$ cat src/rtl/frame_buffer_reader.sv
// frame_buffer_reader: sweeps one H_RES x V_RES frame out of a BRAM read
// port in raster order. Pixels are presented on a valid/ready stream with
// start-of-frame and end-of-line flags. A 2-entry FIFO hides the one-cycle
// BRAM read latency, so the block sustains one pixel per cycle under
// backpressure.
module frame_buffer_reader #(
    parameter int DATA_W    = 16,
    parameter int ADDR_W    = 10,
    parameter int H_RES     = 32,
    parameter int V_RES     = 32,
    parameter int BASE_ADDR = 0
) (
    input  logic              clk,
    input  logic              rst_n,
    input  logic              start,
    output logic              busy,
    output logic              done,
    output logic              ram_en,
    output logic [ADDR_W-1:0] ram_addr,
    input  logic [DATA_W-1:0] ram_dout,
    output logic [DATA_W-1:0] pix_data,
    output logic              pix_valid,
    input  logic              pix_ready,
    output logic              pix_sof,
    output logic              pix_eol
);

    localparam int CW = ADDR_W + 1;
    localparam int TOTAL = H_RES * V_RES;
    localparam logic [CW-1:0] LAST_IDX = CW'(TOTAL - 1);
    localparam logic [CW-1:0] X_LAST   = CW'(H_RES - 1);

    typedef enum logic [1:0] {
        IDLE  = 2'd0,
        READ  = 2'd1,
        DRAIN = 2'd2
    } state_t;

    state_t state, state_nxt;

    // Issue-side raster position and count of reads issued so far
    logic [CW-1:0] x_p0, y_p0, issued_p0;

    // Read in flight: flags travel one cycle alongside the BRAM read
    logic vld_p1, sof_p1, eol_p1;

    // Output FIFO storage
    logic [DATA_W-1:0] fifo_data [2];
    logic              fifo_sof  [2];
    logic              fifo_eol  [2];
    logic              rd_ptr, wr_ptr;
    logic [1:0]        fifo_cnt;

    logic       pop, push, issue, final_pop;
    logic [2:0] occ;

    // Occupancy after this edge, excluding any read issued now. The
    // handshake frees a slot in the same cycle, which keeps full rate.
    assign pop       = (fifo_cnt != 2'd0) && pix_ready;
    assign push      = vld_p1;
    assign occ       = {1'b0, fifo_cnt} + {2'b00, vld_p1} - {2'b00, pop};
    assign issue     = (state == READ) && (occ < 3'd2);
    assign ram_en    = issue;
    // In DRAIN no more reads issue, so a lone head with nothing in flight
    // is the last pixel of the frame.
    assign final_pop = (state == DRAIN) && pop && (fifo_cnt == 2'd1) && !vld_p1;

    assign busy      = (state != IDLE);
    assign pix_valid = (fifo_cnt != 2'd0);
    assign pix_data  = fifo_data[rd_ptr];
    assign pix_sof   = fifo_sof[rd_ptr];
    assign pix_eol   = fifo_eol[rd_ptr];

    // FSM state register
    always_ff @(posedge clk or negedge rst_n) begin
        if (!rst_n) state <= IDLE;
        else        state <= state_nxt;
    end

    // FSM next-state logic
    always_comb begin
        state_nxt = state;
        case (state)
            IDLE:    if (start) state_nxt = READ;
            READ:    if (issue && (issued_p0 == LAST_IDX)) state_nxt = DRAIN;
            DRAIN:   if (final_pop) state_nxt = IDLE;
            default: state_nxt = IDLE;
        endcase
    end

    // Read address and raster counters; loaded at frame start, stepped per issued read
    always_ff @(posedge clk or negedge rst_n) begin
        if (!rst_n) begin
            ram_addr  <= '0;
            x_p0      <= '0;
            y_p0      <= '0;
            issued_p0 <= '0;
        end else if ((state == IDLE) && start) begin
            ram_addr  <= ADDR_W'(BASE_ADDR);
            x_p0      <= '0;
            y_p0      <= '0;
            issued_p0 <= '0;
        end else if (issue) begin
            ram_addr  <= ram_addr + 1'b1;
            issued_p0 <= issued_p0 + 1'b1;
            if (x_p0 == X_LAST) begin
                x_p0 <= '0;
                y_p0 <= y_p0 + 1'b1;
            end else begin
                x_p0 <= x_p0 + 1'b1;
            end
        end
    end

    // ---- stage p0 -> p1: flags delayed to line up with ram_dout ----
    always_ff @(posedge clk or negedge rst_n) begin
        if (!rst_n) begin
            vld_p1 <= 1'b0;
            sof_p1 <= 1'b0;
            eol_p1 <= 1'b0;
        end else begin
            vld_p1 <= issue;
            sof_p1 <= issue && (x_p0 == '0) && (y_p0 == '0);
            eol_p1 <= issue && (x_p0 == X_LAST);
        end
    end

    // ---- stage p1 -> FIFO: capture BRAM word with its flags ----
    always_ff @(posedge clk or negedge rst_n) begin
        if (!rst_n) begin
            fifo_data[0] <= '0;
            fifo_data[1] <= '0;
            fifo_sof[0]  <= 1'b0;
            fifo_sof[1]  <= 1'b0;
            fifo_eol[0]  <= 1'b0;
            fifo_eol[1]  <= 1'b0;
            wr_ptr       <= 1'b0;
            rd_ptr       <= 1'b0;
            fifo_cnt     <= 2'd0;
        end else begin
            if (push) begin
                fifo_data[wr_ptr] <= ram_dout;
                fifo_sof[wr_ptr]  <= sof_p1;
                fifo_eol[wr_ptr]  <= eol_p1;
                wr_ptr            <= ~wr_ptr;
            end
            if (pop) rd_ptr <= ~rd_ptr;
            case ({push, pop})
                2'b10:   fifo_cnt <= fifo_cnt + 2'd1;
                2'b01:   fifo_cnt <= fifo_cnt - 2'd1;
                default: fifo_cnt <= fifo_cnt;
            endcase
        end
    end

    // One-cycle completion pulse after the final handshake
    always_ff @(posedge clk or negedge rst_n) begin
        if (!rst_n) done <= 1'b0;
        else        done <= final_pop;
    end

endmodule
$ cat config.mk
export PLATFORM = sky130hd
export DESIGN_NAME = frame_buffer_reader
export DESIGN_NICKNAME = d
export VERILOG_FILES = /design/src/rtl/frame_buffer_reader.sv
export SDC_FILE = /design/constraint.sdc
export NUM_CORES = 1
export LEC_CHECK = 0
export CAP_MARGIN = 20
export CORE_ASPECT_RATIO = 1.2
export CORE_MARGIN = 4
export CORE_UTILIZATION = 56
export CTS_BUF_LIST = sky130_fd_sc_hd__clkbuf_16
export CTS_CLUSTER_DIAMETER = 50
export DETAILED_ROUTE_END_ITERATION = 16
export GPL_ROUTABILITY_DRIVEN = 0
export PLACE_DENSITY = 0.92
export SYNTH_ARGS = -nofsm -noshare
export SYNTH_HDL_FRONTEND = slang
export SYNTH_SLANG_ARGS = --single-unit
$ cat constraint.sdc
create_clock -name clk -period 4.2 [get_ports clk]
set_input_delay 0.63 -clock clk [delete_from_list [all_inputs] [get_ports clk]]
set_output_delay 0.63 -clock clk [all_outputs]
set_load 0.005 [all_outputs]
==> run_results.csv <==
group,metric,value,unit
worst_hold_path,hp-class,"in -> async",
floorplanning,dieArea,9170,um2
logic_synthesis,ys_warn_count,0,
critical_path,cp_max_fo,7,
critical_path,endpoint_kind,"output port",
detailed_routing,drc,0,
floorplanning,design.core.area,7360,um2
detailed_routing,wire_per_inst,17.3,um
timing,drv_slew,0,
logic_synthesis,synth-simple-area-share,16.7,%
logic_synthesis,synth_top_area_share,51.7,%
cts,cts.htree.levels,3,
layout,layout-drive-gt1-share,20.1,%
timing,max_slew.worst_pin.slew,0.839,ns
logic_synthesis,ys_seq_area_share,51.7,%
detailed_routing,antenna_left,0,
critical_path,required,3.57,ns
cts,clkTransAtPathRegs,0.07,ns
critical_path,path_class,"reg -> out",
power_and_ir_drop,p_leak,2.20,nW
logic_synthesis,synth_area_per_cell,11.0,um2
logic_synthesis,syn_inst,391,
logic_synthesis,synthXorXnorAreaFrac,4.07,%
logic_synthesis,synth_edf_count,0,
detailed_routing,drt_pass1_iterations,4,
timing,fmax,0.257,GHz
floorplanning,chipWidth,88.1,um
logic_synthesis,yosysTopAreaCell,"dfrtp_1",
cts,clock-root-buffer,"clkbuf_16",
layout,multi_input_area,1990,um2
power_and_ir_drop,power_density,706,nW/um2
critical_path,cp_data_arrival_time,3.25,ns
global_route,grt_pass1_vias,3294,
power_and_ir_drop,peakVddDrop,0.564,mV
logic_synthesis,muxShareOfSynthArea,15.6,%
cts,cts_tree,"done",
logic_synthesis,synthTopCellsByArea,"dfrtp_1 (52%), mux2_2 (15%), nand2_1 (3.0%)",
detailed_routing,initialDrtViolationCount,209,
status,status,"finished clean",
placement,dpl.hpwl,6200,um
timing,rsz0062_at_grt,"false",
placement,port_buffers,51,
timing,min_period,3.88,ns
layout,area_growth_syn_to_layout,21.2,%
logic_synthesis,yosys.area_share.adder,2.79,%
logic_synthesis,synth_nets,420,
global_route,antenna_found_initial,0,
layout,fillers,515,
detailed_routing,vias,3205,
layout,num_antenna_cells,0,
timing,setup_violations,0,
logic_synthesis,synth.top_cells.by_count,"dfrtp_1 (89), mux2_2 (56), nand2_1 (34)",
layout,final_area,5220,um2
logic_synthesis,ys_ff_latch,89,
detailed_routing,wirelength,9310,um
timing,relSlewSlack,43.9,%
floorplanning,pin_count,52,
layout,final_nets,473,
timing,period_share,92.5,%
cts,clockBufferDepth,2,
placement,placed_area,4910,um2
global_route,grt_use_total,21.6,%
global_route,overflow,0,
logic_synthesis,synth_top_family_by_area,"simple AND/OR/NAND/NOR gates",
timing,hold_violations,0,
logic_synthesis,yosys.cell_types.count,43,
detailed_routing,vias_per_cell,5.96,
layout,seqCellArea,2230,um2
run,maxCapViolations,0,
logic_synthesis,synth.most_common_cell,"dfrtp_1",
floorplanning,start_util,58.5,%
logic_synthesis,mappedNetlistArea,4310,um2
floorplanning,rows,34,
logic_synthesis,synth_compound_area_share,6.74,%
cts,cts_buffers,9,
logic_synthesis,async_flop_share,100,%
timing,fin_tns_setup,0,ns
global_route,grt_pass1_wl,15700,um
cts,cts.sinks,89,
timing,skew,0.00602,ns
critical_path,cp-start-kind,"register",
logic_synthesis,synth-main-ff-cell,"dfrtp_1",
floorplanning,die_h,104,um
cts,clock_latency,0.34,ns
global_route,grt_max_degree,90,
==> report_power, final <==
group	switching, mW	internal [mW]	total [mW]
clock network	0.348	0.406	0.754
registers	0.257	1.13	1.39
logic	0.689	0.854	1.54
total	1.29	2.39	3.69
==> worst max-delay path, cell delays in order (launching register included) <==
cell	delay (ns)
dfrtp_1	0.48
inv_1	0.10
ha_1	0.19
nand2b_1	0.27
xnor2_2	0.24
nand2_1	0.10
fa_1	0.50
and3b_1	0.30
nand2_1	0.14
inv_1	0.09
clkdlybuf4s50_1	0.50
==> routing by layer <==
layer	global-route usage (%)	wire, um	share of wire (%)	up-vias
li1	-	-	-	1516
met1	27.3	3870	42	1581
met2	36.7	4840	52	92
met3	4.12	416	4.5	16
met4	7.13	189	2.0	0
met5	0	0	0	-
==> state kept, by name, indices dropped and copies added (netlist names) <==
signal,count
fifo_data,32
issued_p0,11
x_p0,11
y_p0,11
ram_addr,10
fifo_cnt,2
fifo_eol,2
fifo_sof,2
state,2
done,1
eol_p1,1
push,1
rd_ptr,1
sof_p1,1
wr_ptr,1
==> layout by cell type, fill, tap and decap left out, drive strengths merged, types with 9 or more instances in the layout <==
cell            n
a21oi          18
clkbuf          9
clkdlybuf4s50  50
dfrtp          89
inv            14
mux2           56
nand2          34
nand3          15
nand4          11
nor2           26
nor3           10
nor4            9
o21ai          15
or4             9
xnor2          14
==> final cells by class <==
type | instances | share of cell area [%]
tap | 90 | 2.16
multi-input combinational | 276 | 38.1
clock buffer | 9 | 4.31
sequential | 89 | 42.7
inverter | 10 | 0.719
timing repair buffer | 58 | 11.1
clock inverter | 6 | 0.959
==> worst paths after layout <==
path                                               from                   endpoint  slack, ns  depth (start not counted)
worst max-delay path            fifo_cnt[1]$_DFFE_PN0N_                     ram_en       0.32                         10
worst min-delay path                              rst_n  fifo_data[31]$_DFFE_PN0P_       0.13                          1
worst max register to register  fifo_cnt[1]$_DFFE_PN0N_  issued_p0[10]$_DFFE_PN0P_       0.77                         10
worst min register to register       wr_ptr$_DFFE_PN0P_         wr_ptr$_DFFE_PN0P_       0.50                          1
max in group asynchronous                         rst_n        x_p0[6]$_DFFE_PN0P_       3.45                          2
min in group clk                     wr_ptr$_DFFE_PN0P_         wr_ptr$_DFFE_PN0P_       0.50                          1
==> cell families (layout without fill, tap and decap cells) <==
family                     count (synthesis)  after routing
and+or+nand+nor                          138            138
DFF                                       89             89
muxes                                     60             60
AOI/OAI and AO/OA                         49             49
buffers and inverters                     26             83
xor gates and xnor gates                  20             20
adders and majority gates                  9              9
==> through the flow <==
step                power [mW]  worst slack [ns]  hold slack (ns)  instances  utilization (%)
finish                    3.69             0.315            0.129        538             70.9
global route              3.93            0.0635            0.131        538             70.9
CTS                       3.69             0.292            0.499        537             70.5
detailed placement        2.92             0.444            0.491        522             66.7
global placement          2.82             0.506            0.476        522             66.7
floorplan                 2.26              1.01            0.334        391                -
==> repair_timing <==
action,CTS,global route
gates resized for setup,0,1
hold buffers,0,0
buffers inserted,0,0
endpoints found under the setup margin,0,1
Note: power is estimated with default switching activity, not from simulation.
==> edit: new RTL, config.mk and constraints unchanged <==
`DATA_W`: 16 -> 20.
--- a/src/rtl/frame_buffer_reader.sv
+++ b/src/rtl/frame_buffer_reader.sv
@@ -5,5 +5,5 @@
 // backpressure.
 module frame_buffer_reader #(
-    parameter int DATA_W    = 16,
+    parameter int DATA_W    = 20,
     parameter int ADDR_W    = 10,
     parameter int H_RES     = 32,
Ports: changed (resized pix_data and ram_dout); port bits go from 52 to 60. No check against the original RTL was run, so the function may have changed too.
==> edit against the original RTL <==
- non-clock buffer count up 9
- clock skew up 0.00087 ns
- wire length up 9.1%
- worst setup slack worse by 0.018 ns
- final area up 9.9%
- sequential cell count up 8
- total power up 7.0%
- synthesized area up 8.7%
- utilization down 0.59 points
==> edit: results (changes against the original RTL) <==
[worst_hold_path]
hold_class = input pin to async pin

[placed_design]
io_buffers = 59  ; +16%
hpwl_um = 6890  ; +11%
place_ws_ns = 0.364  ; -0.0797 ns

[sta]
finClkSkew_ns = 0.00689  ; +0.000868 ns
tightest_slew_ns = 1.01  ; +0.171 ns

[critical_path]
crit_fanout = 6  ; -1
cp_slowest_stage_delay_ns = 0.51
crit_arrival_ns = 3.27  ; +0.02 ns
cp_slowest_cell = dfrtp_1
cp_top_family = adder cells

[synth]
synth-main-ff-cell = dfrtp_1
synth_nets = 449  ; +6.9%
synth_common_cells = 97 x dfrtp_1, 67 x mux2_2, 37 x nand2_1, 20 x nor2_1
synthTopCellsByArea = dfrtp_1 52%, mux2_2 16%, nand2_1 3.0%
ys_seq_area_share_pct = 51.8  ; +0.13 points

[route]
num_vias = 3434  ; +7.1%
wl_um = 10200  ; +9.1%
drt_iter0_markers = 193  ; -7.7%

[global_routing]
grt_pass1_wl_um = 17300  ; +10%
antenna_found_initial = 0  ; unchanged
grt_max_degree = 76  ; -16%
grtUsageTotal_pct = 21.8  ; +0.18 points
grt_pass1_vias = 3624  ; +10%

[cells_and_area]
largest_register_ffs = 40  ; +25%
layout.nets = 509  ; +7.6%
drive_above_1_share_pct = 21.2  ; +1.1 points
n_antenna_cell = 0  ; unchanged

[clock_network]
insertion_delay_ns = 0.35
clockBufferDepth = 2  ; unchanged

[pwr]
irDropWorstVdd_uv = 561  ; -0.48%
leakagePower_uw = 0.00242  ; +9.7%

[status]
outcome = finished, final reports clean

==> edit: final cells by class <==
class / instances / area, sq um
clock buffers: 9 / 225
clock inverters: 7 / 96.3
fillers: 547 / 2420
inverters: 13 / 48.8
multi-input cells: 288 / 2140
flip-flops and latches: 97 / 2430
well taps: 114 / 143
repair buffers: 67 / 656
==> edit: final timing paths <==
check	start	to	slack [ns]	cells after the start
max	fifo_cnt[1]	ram_en	0.30	10
min	rst_n	fifo_data[7]	0.41	1
min reg2reg	issued_p0[4]	issued_p0[4]	0.49	1
min in group clk	issued_p0[4]	issued_p0[4]	0.49	1
max reg2reg	fifo_cnt[1]	y_p0[7]	0.50	11
max in group asynchronous	rst_n	y_p0[8]	2.89	2
==> edit: layer usage <==
| layer | vias up | global-route usage [%] | wire (um) |
|---|---|---|---|
| met2 | 89 | 38.1 | 5180 |
| met1 | 1711 | 26.7 | 4410 |
| met5 | - | 0 | 0 |
| li1 | 1616 | - | - |
| met4 | 0 | 9.27 | 161 |
| met3 | 18 | 3.69 | 407 |
==> edit: cells by family (layout without fill, tap and decap cells) <==
group / Yosys count / in the layout / share of synthesized area [%]
flip-flops: 97 / 97 / 51.8
AO/OA/AOI/OAI: 50 / 50 / 6.36
multiplexers: 71 / 71 / 17.0
buffers and inverters: 31 / 96 / 2.56
adder cells (fa/ha/maj): 9 / 9 / 2.56
XOR/XNOR: 20 / 20 / 3.74
AND/OR/NAND/NOR: 138 / 138 / 16.0
==> edit: where the power goes <==
group / internal, uW / total, uW / leakage (uW) / switching (uW)
registers: 1230 / 1480 / 0.00124 / 250
logic: 927 / 1600 / 0.00102 / 675
clock network: 480 / 865 / 0.000154 / 385
total: 2630 / 3940 / 0.00242 / 1310
==> edit: per-stage QoR <==
step / utilization (%) / area, sq um / hold WS (ns) / instances
after floorplan: - / 4680 / 0.334 / 416
after global placement: 66.2 / 5400 / 0.468 / 578
after detailed placement: 66.4 / 5410 / 0.483 / 579
after CTS: 70.3 / 5730 / 0.455 / 595
after global routing: 70.3 / 5730 / 0.497 / 595
final: 70.3 / 5730 / 0.407 / 595
